<file path="config.mk">
export PLATFORM = sky130hd
export DESIGN_NAME = scsp_out_mixer
export DESIGN_NICKNAME = d
export VERILOG_FILES = /design/src/rtl/scsp_out_mixer.sv
export SDC_FILE = /design/constraint.sdc
export NUM_CORES = 1
export LEC_CHECK = 0
export CAP_MARGIN = 15
export CORE_MARGIN = 2
export CORE_UTILIZATION = 54
export CTS_CLUSTER_DIAMETER = 30
export CTS_CLUSTER_SIZE = 24
export DETAILED_ROUTE_END_ITERATION = 8
export PLACE_DENSITY = 0.78
export SYNTH_ARGS = -nofsm -noshare
export SYNTH_HDL_FRONTEND = slang
export SYNTH_SLANG_ARGS = --single-unit
</file>
<file path="constraint.sdc">
create_clock -name clk -period 6.4 [get_ports clk]
set_input_delay 0.64 -clock clk [delete_from_list [all_inputs] [get_ports clk]]
set_output_delay 0.64 -clock clk [all_outputs]
set_load 0.02 [all_outputs]
</file>
<file path="src/rtl/scsp_out_mixer.sv">
// scsp_out_mixer: per-frame stereo mix of slot outputs and DSP effect returns into
// saturating accumulators, master volume and 16-bit clamping at frame close.
module scsp_out_mixer #(
  parameter int ACC_W  = 18,
  parameter int NSLOTS = 32
) (
  input  logic        clk,
  input  logic        rst_n,
  input  logic        ce,
  input  logic        slot_valid,
  input  logic [4:0]  slot,
  input  logic [15:0] sd,
  input  logic [2:0]  disdl,
  input  logic [4:0]  dipan,
  input  logic        ef_valid,
  input  logic [15:0] efreg,
  input  logic [2:0]  efsdl,
  input  logic [4:0]  efpan,
  input  logic [3:0]  mvol,
  input  logic        dac18b,
  input  logic        frame_end,
  output logic [15:0] out_l,
  output logic [15:0] out_r,
  output logic        out_valid,
  output logic        frame_err
);

  localparam int SUM_W = ACC_W + 2;
  localparam logic signed [SUM_W-1:0] ACC_MAX = SUM_W'((1 << (ACC_W - 1)) - 1);
  localparam logic signed [SUM_W-1:0] ACC_MIN = SUM_W'(-(1 << (ACC_W - 1)));
  localparam logic signed [ACC_W-1:0] OUT_MAX = ACC_W'(32767);
  localparam logic signed [ACC_W-1:0] OUT_MIN = ACC_W'(-32768);

  function automatic logic signed [15:0] level(input logic signed [15:0] w,
                                               input logic [2:0] sdl);
    logic [2:0] sh;
    sh = ~sdl;
    if (sdl == 3'd0) return 16'sd0;
    return w >>> sh;
  endfunction

  // Returns {left, right}; the attenuated side is picked by p[4].
  function automatic logic [31:0] pan(input logic signed [15:0] w,
                                      input logic [4:0] p);
    logic signed [15:0] t;
    logic signed [15:0] a;
    t = w >>> p[3:1];
    a = p[0] ? (t - (t >>> 2)) : t;
    return p[4] ? {w, a} : {a, w};
  endfunction

  // Single saturation on the full-precision three-operand sum.
  function automatic logic signed [ACC_W-1:0] sat_add(input logic signed [ACC_W-1:0] acc,
                                                      input logic signed [15:0] a,
                                                      input logic signed [15:0] b);
    logic signed [SUM_W-1:0] s;
    s = SUM_W'(acc) + SUM_W'(a) + SUM_W'(b);
    if (s > ACC_MAX) return ACC_MAX[ACC_W-1:0];
    if (s < ACC_MIN) return ACC_MIN[ACC_W-1:0];
    return s[ACC_W-1:0];
  endfunction

  function automatic logic [15:0] master(input logic signed [ACC_W-1:0] x,
                                         input logic [3:0] mv,
                                         input logic db);
    logic signed [ACC_W-1:0] t1;
    logic signed [ACC_W-1:0] t2;
    logic signed [ACC_W-1:0] t3;
    logic [2:0]              sh;
    sh = ~mv[3:1];
    t1 = db ? (x <<< 2) : x;
    t2 = t1 >>> sh;
    if (mv == 4'd0)  t3 = {ACC_W{1'b0}};
    else if (mv[0])  t3 = t2;
    else             t3 = t2 - (t2 >>> 2);
    if (t3 > OUT_MAX) return 16'h7fff;
    if (t3 < OUT_MIN) return 16'h8000;
    return t3[15:0];
  endfunction

  logic                    slot_take;
  logic                    ef_take;
  logic signed [15:0]      slot_lvl;
  logic signed [15:0]      ef_lvl;
  logic [31:0]             slot_lr;
  logic [31:0]             ef_lr;
  logic signed [ACC_W-1:0] acc_l;
  logic signed [ACC_W-1:0] acc_r;
  logic signed [ACC_W-1:0] acc_l_next;
  logic signed [ACC_W-1:0] acc_r_next;
  logic [5:0]              cnt;
  logic [5:0]              cnt_next;
  logic                    order_err;
  logic                    order_err_next;

  assign slot_take = ce & slot_valid;
  assign ef_take   = ce & ef_valid;

  assign slot_lvl = slot_take ? level($signed(sd), disdl) : 16'sd0;
  assign ef_lvl   = ef_take ? level($signed(efreg), efsdl) : 16'sd0;
  assign slot_lr  = pan(slot_lvl, dipan);
  assign ef_lr    = pan(ef_lvl, efpan);

  assign acc_l_next = sat_add(acc_l, $signed(slot_lr[31:16]), $signed(ef_lr[31:16]));
  assign acc_r_next = sat_add(acc_r, $signed(slot_lr[15:0]), $signed(ef_lr[15:0]));

  assign cnt_next       = (slot_take && cnt != 6'd63) ? cnt + 6'd1 : cnt;
  assign order_err_next = order_err | (slot_take & (slot != cnt[4:0]));

  // Same-cycle contributions belong to the closing frame and are not carried forward.
  always_ff @(posedge clk or negedge rst_n) begin
    if (!rst_n) begin
      acc_l     <= '0;
      acc_r     <= '0;
      cnt       <= '0;
      order_err <= 1'b0;
      out_l     <= '0;
      out_r     <= '0;
      out_valid <= 1'b0;
      frame_err <= 1'b0;
    end else begin
      out_valid <= 1'b0;
      if (ce) begin
        if (frame_end) begin
          out_l     <= master(acc_l_next, mvol, dac18b);
          out_r     <= master(acc_r_next, mvol, dac18b);
          out_valid <= 1'b1;
          frame_err <= (cnt_next != 6'(NSLOTS)) | order_err_next;
          acc_l     <= '0;
          acc_r     <= '0;
          cnt       <= '0;
          order_err <= 1'b0;
        end else begin
          acc_l     <= acc_l_next;
          acc_r     <= acc_r_next;
          cnt       <= cnt_next;
          order_err <= order_err_next;
        end
      end
    end
  end

endmodule

</file>
==> results of run 1 <==
cell usage after synthesis (all sizes together) (9+ instances only):
library cell	number	share of area (%)
o21a	21	0.97
mux2i	95	5.9
buf	40	1.3
nor2	218	5.0
nor2b	16	0.61
o211ai	27	1.3
nand2	184	4.2
a21oi	242	7.4
o31ai	17	0.78
o22a	16	0.86
nand4	13	0.50
or3	18	0.69
dfrtp	77	12
o21bai	9	0.41
and3	14	0.54
nor3	50	1.5
clkbuf	121	2.8
nand2b	21	0.81
a221oi	10	0.54
mux4	23	3.3
and2	23	0.90
a31oi	29	1.3
a211oi	30	1.4
a211o	10	0.54
nand3	43	1.3
xnor2	55	3.0
fa	42	5.2
o41ai	9	0.62
inv	181	4.2
xor2	38	2.0
o22ai	62	2.4
ha	99	7.6
mux2	45	3.1
a21o	47	2.2
o21ai	145	4.4
routing by layer:
metal / GRT usage (%) / GRT overflow
met4: 93.6 / 190
met3: 72.3 / 7
met1: 83.3 / 17
met5: 36.1 / 1
met2: 101 / 306
kinds of logic after synthesis:
kind of cell / after synthesis / synth area share (%)
and+or+nand+nor: 640 / 18.0
DFF: 77 / 11.8
adders and majority gates: 143 / 12.9
xor gates and xnor gates: 93 / 4.99
muxes: 163 / 12.3
buffers and inverters: 345 / 8.31
AOI/OAI and AO/OA: 789 / 31.7
timing repair:
| item | CTS |
|---|---|
| pin swaps | 137 |
| endpoints found under the hold margin | 0 |
| setup buffers | 107 |
| setup endpoints to repair | 68 |
| gates resized for setup | 355 |
| cloned | 7 |
| hold buffers | 0 |
through the flow:
stage / setup TNS, ns / instances / util, % / instance area [um^2]
CTS: -150.08 / 3413 / 86.6 / 25700
floorplan: -147.51 / 2250 / - / 17200
detailed placement: -224.96 / 3286 / 77.8 / 23100
global placement: -214.18 / 3286 / 77.8 / 23100
==> flow_summary.html, run 1 <==
<table>
<tr><th>Metric</th><th>Value</th></tr>
<tr><th colspan="2">Floorplan</th></tr>
<tr><td>Total I/O pin count</td><td>98</td></tr>
<tr><td>Starting density of the core</td><td>54.9%</td></tr>
<tr><td>Width of the die</td><td>178 um</td></tr>
<tr><td># rows</td><td>63</td></tr>
<tr><td>Y dimension of the die</td><td>178 um</td></tr>
<tr><th colspan="2">Global routing</th></tr>
<tr><td>Grt total ovfl</td><td>between 500 and 600</td></tr>
<tr><td>Maximum number of pins on one net before global-route repair</td><td>between 70 and 80</td></tr>
<tr><td>Overall global routing resource usage</td><td>between 80% and 90%</td></tr>
<tr><th colspan="2">Logic synthesis</th></tr>
<tr><td>Seq/Total Area, Yosys</td><td>11.8%</td></tr>
<tr><td>Average cell area after synthesis</td><td>roughly 7.3 um^2</td></tr>
<tr><td>Synthesis Warnings</td><td>0</td></tr>
<tr><td>Number of synthesized register bits</td><td>77</td></tr>
<tr><td>Share of synthesized flip-flops with an asynchronous set or reset</td><td>100%</td></tr>
<tr><td>Ys flop type</td><td>dfrtp_1</td></tr>
<tr><td>Count of flip-flops with a built-in enable after synthesis</td><td>0</td></tr>
<tr><td>Unique masters post-synth</td><td>99</td></tr>
<tr><td>Cell area after technology mapping</td><td>16300 um^2</td></tr>
<tr><td>Number of standard cells after synthesis</td><td>2250</td></tr>
<tr><td>Syn Nets</td><td>2455</td></tr>
<tr><th colspan="2">Clocking</th></tr>
<tr><td>Maximum clock insertion buffer count</td><td>2</td></tr>
<tr><td>Number of sinks handled by clock tree synthesis</td><td>77</td></tr>
<tr><td>CTS buffer count</td><td>9</td></tr>
<tr><td>Depth of the CTS H-tree</td><td>3</td></tr>
<tr><td>Clock tree root buffer cell</td><td>clkbuf_16</td></tr>
<tr><th colspan="2">Outcome</th></tr>
<tr><td>Error</td><td>[ERROR GRT-0232] Routing congestion too high. Check the congestion heatmap in the GUI.</td></tr>
<tr><td>Status</td><td>aborted with a tool error</td></tr>
<tr><td>Last step reached</td><td>global routing (5_1_grt)</td></tr>
<tr><th colspan="2">STA</th></tr>
<tr><td>Post-GRT worst EP</td><td>out_l[11]$_DFFE_PN0P_/D</td></tr>
<tr><td>Worst_ep kind</td><td>register data pin</td></tr>
<tr><th colspan="2">Place</th></tr>
<tr><td>Pre-CTS WS</td><td>-5.06 ns</td></tr>
<tr><td>Detailed placement HPWL</td><td>between 40 and 50 mm</td></tr>
<tr><td>Number of buffer cells added on primary ports</td><td>97</td></tr>
<tr><td>Final RePlAce weighted congestion</td><td>around 1.0</td></tr>
</table>
==> inputs of run 2 (changes only) <==
CORE_UTILIZATION = 39   (was 54)
CTS_CLUSTER_DIAMETER = not set   (was 30)
CTS_CLUSTER_SIZE = not set   (was 24)
PLACE_DENSITY = not set   (was 0.78)
PLACE_DENSITY_LB_ADDON = 0.15   (was not set)
clock period = 8.3 ns   (was 6.4 ns; I/O delays follow)
==> run 2 against run 1 <==
Effect of this change:
- the flow now finishes, with violations (negative setup slack)
- synthesized cell count unchanged
- area after synthesis did not move
==> flow_summary.html, run 2 <==
<table>
<tr><th>Metric</th><th>Value</th></tr>
<tr><th colspan="2">Drt</th></tr>
<tr><td>Post-Route WL</td><td>between 60 and 70 mm</td></tr>
<tr><td>Average wire per standard cell</td><td>19.0 um</td></tr>
<tr><td>Total via count in the routed design</td><td>between 20000 and 25000</td></tr>
<tr><td>First drt pass iteration count</td><td>6</td></tr>
<tr><td>Drc violations</td><td>0</td></tr>
<tr><td>Number of nets still failing antenna checks after routing</td><td>0</td></tr>
<tr><td>Detail-routed via count per cell</td><td>around 5.7</td></tr>
<tr><td>Initial detailed-routing violation count</td><td>1577</td></tr>
<tr><th colspan="2">Clocking</th></tr>
<tr><td>Clock-pin slew on the worst setup and hold paths</td><td>approximately 0.07 ns</td></tr>
<tr><td>Maximum clock insertion buffer count</td><td>2 (unchanged)</td></tr>
<tr><td>Clock latency at the later pin of the worst-skew pair</td><td>0.37 ns</td></tr>
<tr><td>Number of sinks handled by clock tree synthesis</td><td>77 (unchanged)</td></tr>
<tr><td># hold bufs at CTS</td><td>0 (unchanged)</td></tr>
<tr><td>Clock tree from TritonCTS</td><td>built</td></tr>
<tr><td>Clock tree root buffer cell</td><td>clkbuf_16 (unchanged)</td></tr>
<tr><td>Depth of the CTS H-tree</td><td>3 (unchanged)</td></tr>
<tr><td>CTS buffer count</td><td>9 (unchanged)</td></tr>
<tr><th colspan="2">Logic synthesis</th></tr>
<tr><td>Ys flop type</td><td>dfrtp_1 (unchanged)</td></tr>
<tr><td>Average cell area after synthesis</td><td>7.25 um^2 (unchanged)</td></tr>
<tr><td>Count of flip-flops with a built-in enable after synthesis</td><td>0 (unchanged)</td></tr>
<tr><td>Syn Nets</td><td>2455 (unchanged)</td></tr>
<tr><td>Synthesis Warnings</td><td>0 (unchanged)</td></tr>
<tr><td>Number of synthesized register bits</td><td>77 (unchanged)</td></tr>
<tr><td>Share of synthesized flip-flops with an asynchronous set or reset</td><td>100% (unchanged)</td></tr>
<tr><td>Largest cells by area after synthesis</td><td>dfrtp_1, ha_1, a21oi_1 (unchanged)</td></tr>
<tr><td>Share of the synthesized area in the top cell type</td><td>11.8% (unchanged)</td></tr>
<tr><td>Ranking of synthesized cells by instance count</td><td>a21oi_1, nor2_1, nand2_1 (unchanged)</td></tr>
<tr><td>Unique masters post-synth</td><td>99 (unchanged)</td></tr>
<tr><td>Top cell type by total area after synthesis</td><td>dfrtp_1 (unchanged)</td></tr>
<tr><td>Seq/Total Area, Yosys</td><td>11.8% (unchanged)</td></tr>
<tr><td>Leading cell type by number of instances after synthesis</td><td>a21oi_1 (unchanged)</td></tr>
<tr><td>Cell area after technology mapping</td><td>16300 um^2 (unchanged)</td></tr>
<tr><td>Number of standard cells after synthesis</td><td>2250 (unchanged)</td></tr>
<tr><th colspan="2">Finish</th></tr>
<tr><td>FF+latch area</td><td>a little under 2000 um^2</td></tr>
<tr><td>Non-filler instance count after layout</td><td>3598</td></tr>
<tr><td>Largest regs</td><td>acc_l: 18 flops, acc_r: 18 flops</td></tr>
<tr><td>Cell area after layout</td><td>26700 um^2</td></tr>
<tr><td>Most common library cell in the layout ignoring fill and taps</td><td>buf_4</td></tr>
<tr><td>Most frequent cells in the layout</td><td>buf_4, nor2_1, a21oi_1, nand2_1, inv_1</td></tr>
<tr><td>Area of the multi-input gates</td><td>15300 um^2</td></tr>
<tr><td>Layout overhead on the synthesized area</td><td>63.9%</td></tr>
<tr><td>Number of nets in the layout</td><td>approximately 3300</td></tr>
<tr><td>Share of final-layout standard cells stronger than drive strength 1</td><td>43.5%</td></tr>
<tr><td>Filler cells</td><td>3461</td></tr>
<tr><th colspan="2">Place</th></tr>
<tr><td>Detailed placement HPWL</td><td>49.5 mm (was 49.2 mm)</td></tr>
<tr><td>Final RePlAce weighted congestion</td><td>0.928 (was 1.03)</td></tr>
<tr><td>Post-placement cell area</td><td>23100 um^2 (about the same)</td></tr>
<tr><td>Total instance count after detailed placement</td><td>3413 (was 3286)</td></tr>
<tr><td>Number of buffer cells added on primary ports</td><td>97 (unchanged)</td></tr>
<tr><th colspan="2">Floorplan</th></tr>
<tr><td>Core Footprint</td><td>41100 um^2</td></tr>
<tr><td>Total I/O pin count</td><td>98 (unchanged)</td></tr>
<tr><td>Starting density of the core</td><td>39.7% (was 54.9%)</td></tr>
<tr><td>Width of the die</td><td>209 um (was 178 um)</td></tr>
<tr><td># rows</td><td>74 (was 63)</td></tr>
<tr><td>Y dimension of the die</td><td>209 um (was 178 um)</td></tr>
<tr><td>Area of the die</td><td>43500 um^2</td></tr>
<tr><th colspan="2">Critical path</th></tr>
<tr><td>Capturing point of the worst reg2reg path</td><td>out_r[14]$_DFFE_PN0P_</td></tr>
<tr><td>Kind of end point of the critical path</td><td>flop</td></tr>
<tr><td>Critical Path Fanout Max</td><td>6</td></tr>
<tr><td>Launching element type of the critical path</td><td>input pin</td></tr>
<tr><td>Worst setup path class</td><td>input pin to flop</td></tr>
<tr><td>Maximum cell stage delay along the critical path</td><td>0.54 ns</td></tr>
<tr><td>Crit-path slowest cell</td><td>or4_4</td></tr>
<tr><td>Startpoint of the worst-slack reg-to-reg timing path</td><td>acc_r[1]$_DFFE_PN0P_</td></tr>
<tr><td>Critical path data required time</td><td>8.55 ns</td></tr>
<tr><td>Worst-case reg-to-reg path depth</td><td>30</td></tr>
<tr><td>Flop-to-flop setup slack</td><td>approximately 1.5 ns</td></tr>
<tr><td>Signal arrival time at the worst endpoint</td><td>10.92 ns</td></tr>
<tr><th colspan="2">Global routing</th></tr>
<tr><td>Wire length of the first global-routing pass</td><td>106 mm</td></tr>
<tr><td>Maximum number of pins on one net before global-route repair</td><td>56</td></tr>
<tr><td>Grt total ovfl</td><td>0</td></tr>
<tr><td>Initial antenna violation count</td><td>1</td></tr>
<tr><td>Vias in the first global route</td><td>between 20000 and 25000</td></tr>
<tr><td>Met2 Use GR</td><td>between 50% and 60%</td></tr>
<tr><td>Overall global routing resource usage</td><td>29.7%</td></tr>
<tr><td>Met1 layer usage reported by global route</td><td>38.1%</td></tr>
<tr><td>GR Util met3</td><td>under 10%</td></tr>
<tr><td>GRT busiest layer</td><td>met2</td></tr>
<tr><th colspan="2">STA</th></tr>
<tr><td>Max Transition Viols Final</td><td>0</td></tr>
<tr><td>Final worst path period share</td><td>129%</td></tr>
<tr><td>Slew HR</td><td>between 20% and 30%</td></tr>
<tr><td>RSZ-0062 raised after global routing</td><td>true</td></tr>
<tr><td>Slew at the pin closest to its max-slew limit</td><td>1.05 ns</td></tr>
<tr><td>Worst-case clock skew</td><td>roughly 0.018 ns</td></tr>
<tr><td>Final setup violation count</td><td>32</td></tr>
<tr><td>Shortest clock period the worst path allows after layout</td><td>10.67 ns</td></tr>
<tr><td>Maximum clock frequency</td><td>0.0937 GHz</td></tr>
<tr><td>Least setup slack across all paths after layout</td><td>-2.37 ns</td></tr>
<tr><td>Final Hold Vio Count</td><td>0</td></tr>
<tr><th colspan="2">Outcome</th></tr>
<tr><td>Status</td><td>finished with violations (was aborted with a tool error)</td></tr>
<tr><td>Failing checks</td><td>negative setup slack</td></tr>
<tr><th colspan="2">Run</th></tr>
<tr><td>Number of max-capacitance violations reported</td><td>0</td></tr>
<tr><th colspan="2">Min path</th></tr>
<tr><td>Tightest Hold Check Type</td><td>input pin to asynchronous set/reset pin</td></tr>
</table>
-- run 2: cell counts after synthesis --
No cell type changed its count.
-- run 2: how the worst max path moves through the flow --
stage,startpoint,to,slack (ns),cells past startpoint
floorplan,disdl[0],out_r[10]$_DFFE_PN0P_,-2.03,56
global placement,disdl[0],out_l[1]$_DFFE_PN0P_,-3.65,48
detailed placement,disdl[0],out_l[7]$_DFFE_PN0P_,-3.71,48
CTS,disdl[0],out_r[0]$_DFFE_PN0P_,-2.17,52
global route,disdl[0],out_l[10]$_DFFE_PN0P_,-2.73,54
finish,disdl[0],out_l[10]$_DFFE_PN0P_,-2.37,49
-- run 2: cell type report --
class / count / share of cell area, %
Clock inverter: 6 / 0.267
Timing Repair Buffer: 958 / 29.5
Tap cell: 532 / 2.49
Multi-Input combinational cell: 1831 / 57.1
Antenna cell: 1 / 0.00936
Clock buffer: 9 / 0.842
Sequential cell: 77 / 7.20
Inverter: 184 / 2.59
-- run 2: kinds of logic after synthesis --
| group | synth area share [%] |
|---|---|
| xor gates and xnor gates | 4.99 |
| AOI/OAI and AO/OA | 31.7 |
| buffers and inverters | 8.31 |
| DFF | 11.8 |
| adders and majority gates | 12.9 |
| and+or+nand+nor | 18.0 |
| muxes | 12.3 |
-- run 2: repair_timing --
action,CTS,global route
cloned,6,2
endpoints found under the hold margin,0,0
endpoints found under the setup margin,64,36
setup buffers,107,58
resized for setup,237,223
pin swaps,124,152
-- run 2: critical path, delay by kind of cell --
family | cells | cell delay (ns)
XOR/XNOR | 1 | 0.25
AO/OA/AOI/OAI | 25 | 4.79
buffers and inverters | 7 | 0.95
multiplexers | 3 | 1.11
adder cells (fa/ha/maj) | 5 | 1.55
AND/OR/NAND/NOR | 8 | 1.36
-- run 2: metal layers --
metal | vias up | share of wire [%]
li1 | 9840 | -
met1 | 9972 | 43
met2 | 653 | 49
met3 | 137 | 4.7
met4 | 0 | 3.5
met5 | - | 0
-- run 2: stage by stage --
stage	TNS [ns]	hold WS (ns)	utilization [%]	worst slack, ns
floorplan	-57.46	0.500	-	-2.03
global placement	-123.60	0.495	56.1	-3.65
detailed placement	-127.05	0.487	56.1	-3.71
CTS	-65.67	0.446	61.4	-2.17
global route	-84.14	0.463	65.1	-2.73
finish	-71.52	0.434	65.1	-2.37
Power of run 2 is left out: the tool's default activity adds up to more than one toggle a clock period on the data nets, which glitch-free logic cannot reach.
